==> src/rtl/serial_ling_adder_if.sv <==
// Operand/result handshake bundle for serial_ling_adder.
// Producer/consumer side uses master; the adder uses slave.
interface serial_ling_adder_if #(
    parameter int unsigned NBYTES = 8
);
    localparam int unsigned W = 8 * NBYTES;

    logic         in_valid;
    logic         in_ready;
    logic [W-1:0] a;
    logic [W-1:0] b;
    logic         cin;
    logic         out_valid;
    logic         out_ready;
    logic [W-1:0] sum;
    logic         cout;
    logic         busy;

    modport master (
        output in_valid, a, b, cin, out_ready,
        input  in_ready, out_valid, sum, cout, busy
    );

    modport slave (
        input  in_valid, a, b, cin, out_ready,
        output in_ready, out_valid, sum, cout, busy
    );
endinterface

==> src/rtl/serial_ling_adder.sv <==
// Byte-serial adder: one 8-bit slice per cycle, LSB first.
// The inter-byte carry uses the group generate/propagate of each byte pair.
module serial_ling_adder #(
    parameter int unsigned NBYTES = 8
) (
    input  logic                 clk,
    input  logic                 rst,
    serial_ling_adder_if.slave   bus
);
    localparam int unsigned         W        = 8 * NBYTES;
    localparam int unsigned         IDXW     = $clog2(NBYTES);
    localparam logic [IDXW-1:0]     LAST_IDX = IDXW'(NBYTES - 1);

    typedef enum logic [1:0] {
        IDLE = 2'd0,
        RUN  = 2'd1,
        DONE = 2'd2
    } state_e;

    state_e          state_q;
    logic [W-1:0]    a_q;
    logic [W-1:0]    b_q;
    logic [W-1:0]    sum_q;
    logic            cout_q;
    logic            carry_q;
    logic [IDXW-1:0] idx_q;
    logic            in_ready_q;
    logic            out_valid_q;
    logic            busy_q;

    logic [7:0]      a_byte_d;
    logic [7:0]      b_byte_d;
    logic [8:0]      pair_d;
    logic            gen_d;
    logic            prop_d;
    logic [7:0]      sum_byte_d;
    logic            carry_d;

    // Byte slice: generate/propagate come from a_i+b_i alone, so the carry
    // chain never waits on the incoming carry passing through the adder.
    always_comb begin
        a_byte_d   = a_q[8*idx_q +: 8];
        b_byte_d   = b_q[8*idx_q +: 8];
        pair_d     = {1'b0, a_byte_d} + {1'b0, b_byte_d};
        gen_d      = pair_d[8];
        prop_d     = (pair_d[7:0] == 8'hFF);
        sum_byte_d = pair_d[7:0] + {7'd0, carry_q};
        carry_d    = gen_d | (prop_d & carry_q);
    end

    always_ff @(posedge clk) begin
        if (rst) begin
            state_q     <= IDLE;
            a_q         <= '0;
            b_q         <= '0;
            sum_q       <= '0;
            cout_q      <= 1'b0;
            carry_q     <= 1'b0;
            idx_q       <= '0;
            in_ready_q  <= 1'b1;
            out_valid_q <= 1'b0;
            busy_q      <= 1'b0;
        end else begin
            case (state_q)
                IDLE: begin
                    if (bus.in_valid) begin
                        a_q        <= bus.a;
                        b_q        <= bus.b;
                        carry_q    <= bus.cin;
                        idx_q      <= '0;
                        state_q    <= RUN;
                        in_ready_q <= 1'b0;
                        busy_q     <= 1'b1;
                    end
                end
                RUN: begin
                    sum_q[8*idx_q +: 8] <= sum_byte_d;
                    carry_q             <= carry_d;
                    // Index resets on the last byte instead of wrapping past NBYTES-1.
                    if (idx_q == LAST_IDX) begin
                        cout_q      <= carry_d;
                        idx_q       <= '0;
                        state_q     <= DONE;
                        out_valid_q <= 1'b1;
                    end else begin
                        idx_q <= idx_q + IDXW'(1);
                    end
                end
                DONE: begin
                    if (bus.out_ready) begin
                        state_q     <= IDLE;
                        out_valid_q <= 1'b0;
                        busy_q      <= 1'b0;
                        in_ready_q  <= 1'b1;
                    end
                end
                default: begin
                    state_q     <= IDLE;
                    idx_q       <= '0;
                    in_ready_q  <= 1'b1;
                    out_valid_q <= 1'b0;
                    busy_q      <= 1'b0;
                end
            endcase
        end
    end

    assign bus.in_ready  = in_ready_q;
    assign bus.out_valid = out_valid_q;
    assign bus.sum       = sum_q;
    assign bus.cout      = cout_q;
    assign bus.busy      = busy_q;
endmodule

==> src/flat_wrapper.sv <==
// flat-port wrapper written by rule: the top's interface ports become plain ports
module serial_ling_adder_flat 
#(
    parameter int unsigned NBYTES = 8
)
  (clk, rst, bus_in_valid, bus_a, bus_b, bus_cin, bus_out_ready, bus_in_ready, bus_out_valid, bus_sum, bus_cout, bus_busy);
  serial_ling_adder_if #(.NBYTES(NBYTES)) bus_i ();
  input  logic clk;
  input  logic rst;
  input wire logic [$bits(bus_i.in_valid)-1:0] bus_in_valid;
  input wire logic [$bits(bus_i.a)-1:0] bus_a;
  input wire logic [$bits(bus_i.b)-1:0] bus_b;
  input wire logic [$bits(bus_i.cin)-1:0] bus_cin;
  input wire logic [$bits(bus_i.out_ready)-1:0] bus_out_ready;
  output wire logic [$bits(bus_i.in_ready)-1:0] bus_in_ready;
  output wire logic [$bits(bus_i.out_valid)-1:0] bus_out_valid;
  output wire logic [$bits(bus_i.sum)-1:0] bus_sum;
  output wire logic [$bits(bus_i.cout)-1:0] bus_cout;
  output wire logic [$bits(bus_i.busy)-1:0] bus_busy;
  assign bus_i.in_valid = bus_in_valid;
  assign bus_i.a = bus_a;
  assign bus_i.b = bus_b;
  assign bus_i.cin = bus_cin;
  assign bus_i.out_ready = bus_out_ready;
  assign bus_in_ready = bus_i.in_ready;
  assign bus_out_valid = bus_i.out_valid;
  assign bus_sum = bus_i.sum;
  assign bus_cout = bus_i.cout;
  assign bus_busy = bus_i.busy;
  serial_ling_adder #(.NBYTES(NBYTES)) u_core (.clk(clk), .rst(rst), .bus(bus_i));
endmodule
==> config.mk <==
export PLATFORM = sky130hd
export DESIGN_NAME = serial_ling_adder_flat
export DESIGN_NICKNAME = d
export VERILOG_FILES = /design/src/rtl/serial_ling_adder_if.sv /design/src/rtl/serial_ling_adder.sv /design/src/flat_wrapper.sv
export SDC_FILE = /design/constraint.sdc
export NUM_CORES = 1
export LEC_CHECK = 0
export BUFFER_PORTS_ARGS = -buffer_cell sky130_fd_sc_hd__buf_2
export CAP_MARGIN = 10
export CORE_MARGIN = 5
export CORE_UTILIZATION = 25
export CTS_CLUSTER_DIAMETER = 80
export DETAILED_ROUTE_END_ITERATION = 8
export GPL_ROUTABILITY_DRIVEN = 0
export PLACE_DENSITY_LB_ADDON = 0.08
export SYNTH_ARGS = -nofsm -noshare
export SYNTH_HDL_FRONTEND = slang
export SYNTH_SLANG_ARGS = --single-unit
==> constraint.sdc <==
create_clock -name clk -period 3.7 [get_ports clk]
set_input_delay 0.925 -clock clk [delete_from_list [all_inputs] [get_ports clk]]
set_output_delay 0.925 -clock clk [all_outputs]
set_load 0.01 [all_outputs]
After elaboration in Yosys (flattened, before gate mapping)
Cells that the tools add are included.

cells by class
  add/sub/neg operators = 4
  muxes and demuxes = 18
  equality and inequality tests = 7
  shift operators = 4
  reductions and logical operators = 9
  bitwise gates (word level) = 5

operators with widths
  cell                                                    number
  indexed part select 64 x 7 -> 8 bit                     2
  bitwise mux 64 bit                                      1
  variable shift 8 x 34 -> 64 bit (first input constant)  1
  indexed part select 8 x 34 -> 64 bit                    1
  negator 6 -> 34 bit                                     1
  adder 8 x 8 -> 9 bit                                    1
  one-hot mux 1 bit (3 select lines)                      3
  one-hot mux 3 bit (3 select lines)                      1
  AND reduction 3 bit                                     3
  adder 8 x 1 -> 8 bit                                    1
  == test 8 bit (second input constant)                   1
  AND reduction 2 bit                                     4
  2-to-1 mux 1 bit                                        6
  2-to-1 mux 2 bit                                        3
  2-to-1 mux 3 bit                                        2
  one-hot mux 2 bit (3 select lines)                      1
  != test 2 bit (second input constant)                   2
  adder 3 x 1 -> 3 bit (second input constant)            1
  == test 3 bit (second input constant)                   1
  NOT 1 bit                                               3
  == test 2 x 1 -> 1 bit (second input constant)          1
  == test 2 bit (second input constant)                   1
  logical NOT 2 bit                                       1
  != test 2 x 1 -> 1 bit (second input constant)          1
  4 further kinds                                         4

storage, ports and cells
  flip-flop bits (word level) = 202
  logic and storage cells = 57
  bits of input ports = 133
  output and inout port bits = 68

Longest topological paths before layout
Gate-level depths: netlist (run 1).

  depth after elaboration = 6
  gate-level depth with buffers = 14
  gate-level depth less buffers = 11

Least setup slack after synthesis (run 1)
OpenSTA, ideal clock, no wires.

  path kind = register to register
  from = register u_core.idx_q[0]
  to = register u_core.carry_q
  clock period less this slack = 3824 ps
  buffers on the path = 2
  cell stages (with the launch flop) = 14
  setup time = 86 ps
  data arrival time = 3737 ps
  slack = -124 ps
  required time = 3614 ps
  cells stage by stage = dfxtp_1 -> buf_2 -> buf_2 -> mux4_2 -> nand2_1 -> nand2_1 -> ha_1 -> fa_1 -> a21o_1 -> a221oi_4 -> xnor2_2 -> nand2_1 -> or4_4 -> a221oi_2

between the ends
  word-level cells in the longest chain between the ends = 6
  elaborated cells between the ends (all ways) = 7
  those cells by class = add/sub (1); eq/ne (1); shift (2); mux (1); bitwise (2)

ends and longest elaborated chain
  item                                                           line                                              RTL
  start, declared                                                serial_ling_adder.sv:26                           logic [IDXW-1:0] idx_q;
  start signal, assigned                                         serial_ling_adder.sv:86                           idx_q <= idx_q + IDXW'(1);
  indexed part select 64 x 7 -> 8 bit, on equally long branches  serial_ling_adder.sv:42, serial_ling_adder.sv:43
  adder 8 x 8 -> 9 bit *                                         serial_ling_adder.sv:44                           pair_d = {1'b0, a_byte_d} + {1'b0, b_byte_d};
  == test 8 bit                                                  serial_ling_adder.sv:46                           prop_d = (pair_d[7:0] == 8'hFF);
  bitwise AND 1 bit                                              serial_ling_adder.sv:48                           carry_d = gen_d | (prop_d & carry_q);
  bitwise OR 1 bit *                                             serial_ling_adder.sv:48
  one-hot mux 1 bit (2 select lines) *                           serial_ling_adder.sv:64                           case (state_q)
  end signal, assigned                                           serial_ling_adder.sv:69                           carry_q <= bus.cin;
  end signal, assigned                                           serial_ling_adder.sv:78                           carry_q <= carry_d;
  end, declared                                                  serial_ling_adder.sv:25                           logic carry_q;

Mark *: on every way between the ends. The rest lies on a longest branch, timed or not.
A chain may end at the register's enable or synchronous reset.

Worst setup path in the final report (run 1)
Ends and elaborated chain as after synthesis.

==> flow_summary.toml, run 1 <==
[status]
status = "complete, no violations"

[critical_path]
critPathKind = "reg -> reg"
cp-start-kind = "register"
crit_fanout = 18
cp.arrival_ps = 3940
worstPathRequired_ps = 4130
end_kind = "register"

[synth]
synth-seq-cells = 202
synth-edff-count = 0
seq_area_frac_synth_pct = 46.1
synth.top_cell.area_share_pct = 46.1
muxShareOfSynthArea_pct = 9.13
ys.flop_type = "dfxtp_1"
synth_fa_ha_area_share_pct = 2.23
synth_cells = 1060
ys_types = 52
synth_area_um2 = 8770
synth_fp_nets = 1208
avgSynthCellArea_um2 = 8.28
synth-compound-area-share_pct = 13.0
synth-async-reset-ratio_pct = 0
ys_top_cells_by_area = "dfxtp_1 46%, nand2_1 15%, a21oi_1 9.2%, mux4_2 8.2%, clkbuf_1 2.7%"
yosysWarnings = 0
synthXorXnorAreaFrac_pct = 1.45
synthSimpleGateAreaFrac_pct = 24.3
synth_top_family_by_area = "simple AND/OR/NAND/NOR gates"
synth_area_leader_cell = "dfxtp_1"

[placement]
place_inst = 1677
port_buffers = 200
dp_hpwl_um = 22700

[global_route]
grt_first_pass_wirelength_um = 47300
track_usage_pct = 15.3
grt_overflow = 0
antenna_found_initial = 0
grt_max_degree = 111
grt_pass1_vias = 7880

[floorplanning]
start_util_pct = 25.3
core_um2 = 34600
std_cell_rows = 68
dieArea_um2 = 38900
ioPinCount = 201
fp.dieH_um = 197
die_x_um = 197

[sta]
rsz0062_at_grt = "no"
setup_viol = 0
slew_headroom_pct = 39.4
period_share_pct = 95.0
finClkSkew_ps = 18.2
timing.fmax_mhz = 285
setup-tns-final_ps = 0
finalHoldViolations = 0
min_period_ps = 3510
worstMarginPinSlew_ps = 909
finalMaxSlewViolations = 0

[cells_and_area]
drive_gt1_share_pct = 26.5
layout_commonest_cell = "nand2_1"
syn_to_final_growth_pct = 29.0
fin_nets = 1408
layout_common_cells = "347 x nand2_1, 200 x dfxtp_1, 199 x buf_2"
fin_cells = 1733
diodes = 0

[cts]
cts.path.max_buffers = 3
cts_made_buffers = 25
cts_tree = "done"
clkTransAtPathRegs_ps = 60
cts_max_level = 1
clock_latency_ps = 530
clock_sinks = 202
cts_root_buffer = "clkbuf_16"
cts_hold_buf = 0

[pwr]
vdd_ir_drop_max_mv = 0.269
p_per_area_nw_per_um2 = 474
power_leakage_nw = 4.72

[route]
final_antenna_net_count = 0
dr_total_vias = 7948
drt-total-wl_um = 30900
vias_per_cell = 4.59
route.detailed.drc = 0
drt_iter0_drc = 364
first_pass_iters = 4
wl_per_cell_um = 17.8

[flow_run]
maxCapViolCount = 0

[hold_path]
hp-class = "reg -> reg"
-- cell usage after synthesis (5+ instances only) --
library cell,count
a211oi_1,11
a21oi_1,161
and3_1,7
buf_2,6
clkbuf_1,62
dfxtp_1,202
ha_1,14
inv_1,9
mux2i_1,8
mux4_2,32
nand2_1,347
nand2b_1,9
nand3_1,23
nand3b_1,10
nor2_1,55
nor3_1,21
o21ai_0,9
or3_1,8
xnor2_1,5
-- routing by layer --
metal | track usage (%) | share of wire [%] | vias up
met3 | 2.17 | 4.1 | 39
li1 | - | - | 4008
met2 | 25.0 | 46 | 163
met1 | 21.6 | 47 | 3738
met5 | 0 | 0 | -
met4 | 3.65 | 2.2 | 0
-- flip-flops by register name (all words and copies together), names as in the netlist --
register,flops
u_core.a_q,64
u_core.carry_q,1
u_core.state_q,2
u_core.b_q,64
u_core.bus.in_ready,1
u_core.bus.out_valid,1
u_core.bus.cout,1
u_core.bus.busy,1
u_core.idx_q,3
u_core.bus.sum,64
-- what timing repair did --
item                       in CTS  in global routing
setup buffers                   0                 11
setup endpoints to repair       0                 14
gates resized for setup         0                  7
-- final timing paths --
check                                    start                           to  slack, ps  cells after the start
setup / recovery  u_core.idx_q[0]$_SDFFE_PP0P_  u_core.carry_q$_SDFFE_PP0P_        190                     12
hold / removal     u_core.b_q[31]$_SDFFE_PP0P_  u_core.b_q[31]$_SDFFE_PP0P_        450                      2
setup reg to reg  u_core.idx_q[0]$_SDFFE_PP0P_  u_core.carry_q$_SDFFE_PP0P_        190                     12
hold reg to reg    u_core.b_q[31]$_SDFFE_PP0P_  u_core.b_q[31]$_SDFFE_PP0P_        450                      2
-- critical path, stage by stage, from the launching register on --
cell	delay (ps)
dfxtp_2	370
buf_12	180
mux4_2	510
nand2_1	80
nand2_1	80
ha_1	240
fa_2	390
a21o_1	240
a221oi_4	290
xnor2_2	190
nand2_1	90
or4_4	510
a221oi_2	240
-- final cells by class --
type,count,area [µm²]
Clock buffer,39,748
Clock inverter,6,38.8
Fill cell,3773,23300
Inverter,10,37.5
Multi-Input combinational cell,774,4460
Sequential cell,202,4050
Tap cell,455,569
Timing Repair Buffer,247,1420
-- logic make-up after synthesis --
| group | count (synthesis) |
|---|---|
| multiplexers | 40 |
| buffers and inverters | 84 |
| flip-flops | 202 |
| adder cells (fa/ha/maj) | 15 |
| AO/OA/AOI/OAI | 204 |
| AND/OR/NAND/NOR | 503 |
| XOR/XNOR | 12 |
-- per-stage QoR --
step                      util (%)  total power, mW  setup slack (ps)  cell area, µm²  hold slack (ps)
after floorplan                  -             2.76              36.7            8780              433
after global placement        30.1             3.07               139           10400              440
after detailed placement      30.1             3.07              82.5           10400              444
after CTS                     32.3             5.45              51.3           11200              452
after global routing          32.7             5.63              24.2           11300              469
final                         32.7             5.36               186           11300              449
-- power breakdown --
group          total (mW)  switching [mW]  internal (mW)
registers            2.33          0.0573           2.27
logic               0.695           0.412          0.283
clock network        2.33           0.951           1.38
(Power assumes the default switching activity.)
==> run 2, diff against run 1 <==
==> constraint.sdc (replaced) <==
create_clock -name clk -period 3.55 [get_ports clk]
set_input_delay 0.8875 -clock clk [delete_from_list [all_inputs] [get_ports clk]]
set_output_delay 0.8875 -clock clk [all_outputs]
set_load 0.01 [all_outputs]
==> run 2 against run 1 <==
Final area is 2.3% higher. Non-clock buffer count is 6 higher. Worst hold slack worse by 0.79 ps. Critical path depth stayed put. Combinational power is 8.8% higher. Cell count is 0.40% higher. Register-to-register slack worse by 140 ps. Clock power is 13% higher. Via count is 0.42% lower. Flip-flop and latch count stayed put. Fmax is 0.41% higher. Global-route usage hardly changed. Critical path type unchanged. Critical endpoint unchanged. Largest cell class unchanged. Highest routed layer unchanged.
==> flow_summary.toml, run 2 (synthesis results as in run 1) <==
[status]
status = "complete, no violations"

[cells_and_area]
fin_cells = 1740
fin_nets = 1414
diodes = 0
drive_gt1_share_pct = 28.2
n_fill_cell = 3701
layout_commonest_cell = "nand2_1"
layout_common_cells = "342 x nand2_1, 200 x dfxtp_1, 199 x buf_2"
syn_to_final_growth_pct = 32.0
final_util_pct = 33.4

[critical_path]
path_delay_family = "simple AND/OR/NAND/NOR gates"
cp-start-kind = "register"
startpoint = "u_core.idx_q[0]$_SDFFE_PP0P_"
worstPathRequired_ps = 3980
cp.arrival_ps = 3920
cp.buffers_inverters = 1
critPathKind = "reg -> reg"
crit_slowest_cell = "or4_4"
reg2reg_from = "u_core.idx_q[0]$_SDFFE_PP0P_"
cp_cell_sequence = "buf_12 > mux4_2 > nand2_2 > nand2_2 > ha_4 > fa_2 > a21o_1 > a221oi_4 > xnor2_2 > nand2_1 > or4_4 > a221oi_2"
r2r_cells = 12
end_kind = "register"
cp_common_cell = "nand2_2"
cpPeakStageDelay_ps = 560
crit_fanout = 7
reg2reg_to = "u_core.carry_q$_SDFFE_PP0P_"
rrSetupSlack_ps = 50

[route]
route.detailed.drc = 0
dr_total_vias = 7915
first_pass_iters = 6
drt_iter0_drc = 419
final_antenna_net_count = 0
drt-total-wl_um = 30900
vias_per_cell = 4.55
wl_per_cell_um = 17.8

[sta]
setup_viol = 0
setup-tns-final_ps = 0
finClkSkew_ps = 20.8
timing.fmax_mhz = 286
holdWs_ps = 449
worstMarginPinSlew_ps = 766
min_period_ps = 3500
finalMaxSlewViolations = 0
finalHoldViolations = 0
period_share_pct = 98.6
slew_headroom_pct = 48.9
rsz0062_at_grt = "yes"

[floorplanning]
core_um2 = 34600
dieArea_um2 = 38900
ioPinCount = 201
fp.dieH_um = 197
std_cell_rows = 68
start_util_pct = 25.3
die_x_um = 197

[pwr]
p_per_area_nw_per_um2 = 503
vdd_ir_drop_max_mv = 0.348
p_total_mw = 5.82
power_leakage_nw = 4.80

[cts]
clkTransAtPathRegs_ps = 60
cts_root_buffer = "clkbuf_16"
clock_sinks = 202
cts_hold_buf = 0
cts_tree = "done"
cts_max_level = 1
cts_made_buffers = 25
cts.path.max_buffers = 3
clock_latency_ps = 530

[placement]
dp_hpwl_um = 22500
port_buffers = 200
place_inst = 1683

[global_route]
antenna_found_initial = 0
track_usage_pct = 15.3
grt_pass1_vias = 7823
grt_max_degree = 120
grt_first_pass_wirelength_um = 47200
grt_overflow = 0

[hold_path]
hold_depth = 2
hold_end = "u_core.bus.sum[56]$_SDFFE_PP0P_"
hold_start = "u_core.bus.sum[56]$_SDFFE_PP0P_"
hp-class = "reg -> reg"

[flow_run]
maxCapViolCount = 0
run 2: cell types whose count changed in the layout (fill, tap and decap cells not counted), sizes merged:
cell	change
bufinv	+3
clkbuf	-7
clkinv	+5
buf	+6
run 2: where the power goes:
part / internal [mW] / leakage, nW / switching [mW]
clock: 1.62 / 0.425 / 1.02
sequential: 2.37 / 1.65 / 0.0610
combinational: 0.317 / 2.72 / 0.439
total: 4.30 / 4.80 / 1.52
run 2: how the worst max path moves through the flow:
stage	end	slack, ps	depth (start not counted)
floorplan	u_core.carry_q$_SDFFE_PP0P_	9	13
global placement	u_core.bus.sum[31]$_SDFFE_PP0P_	-20	12
detailed placement	u_core.bus.sum[31]$_SDFFE_PP0P_	-80	12
CTS	u_core.carry_q$_SDFFE_PP0P_	4	12
global route	u_core.carry_q$_SDFFE_PP0P_	-60	12
finish	u_core.carry_q$_SDFFE_PP0P_	50	12
run 2: what timing repair did:
action                     CTS  global route
gates cloned                 1             0
pin swaps                    3            10
gates resized for setup      5            19
setup endpoints to repair    6            17
setup buffers                1             9
run 2: per-layer routing:
metal	vias up	routed length (µm)	track usage (%)
met3	30	1240	2.37
li1	4017	-	-
met2	171	14700	25.4
met1	3697	14300	21.3
met4	0	595	3.16
met5	-	0	0
run 2: final cells by class:
cell class	count	area, µm²	area share (%)
Clock inverter	14	161	1.39
Multi-Input combinational cell	774	4530	39.1
Timing Repair Buffer	253	1530	13.2
Tap cell	455	569	4.92
Inverter	10	37.5	0.324
Sequential cell	202	4050	35.0
Clock buffer	32	702	6.06
run 2: worst register-to-register path: stages (launching register included):
cell and delay, ps:
dfxtp_4 400, buf_12 150, mux4_2 520, nand2_2 100, nand2_2 70, ha_4 160, fa_2 390, a21o_1 210
a221oi_4 310, xnor2_2 200, nand2_1 100, or4_4 560, a221oi_2 230
run 2: stage by stage:
| stage | worst slack (ps) | cell area [µm²] |
|---|---|---|
| after floorplan | 8.68 | 8800 |
| after global placement | -21.4 | 10500 |
| after detailed placement | -78.6 | 10500 |
| after CTS | 4.24 | 11400 |
| after global routing | -58.8 | 11600 |
| final | 50.6 | 11600 |
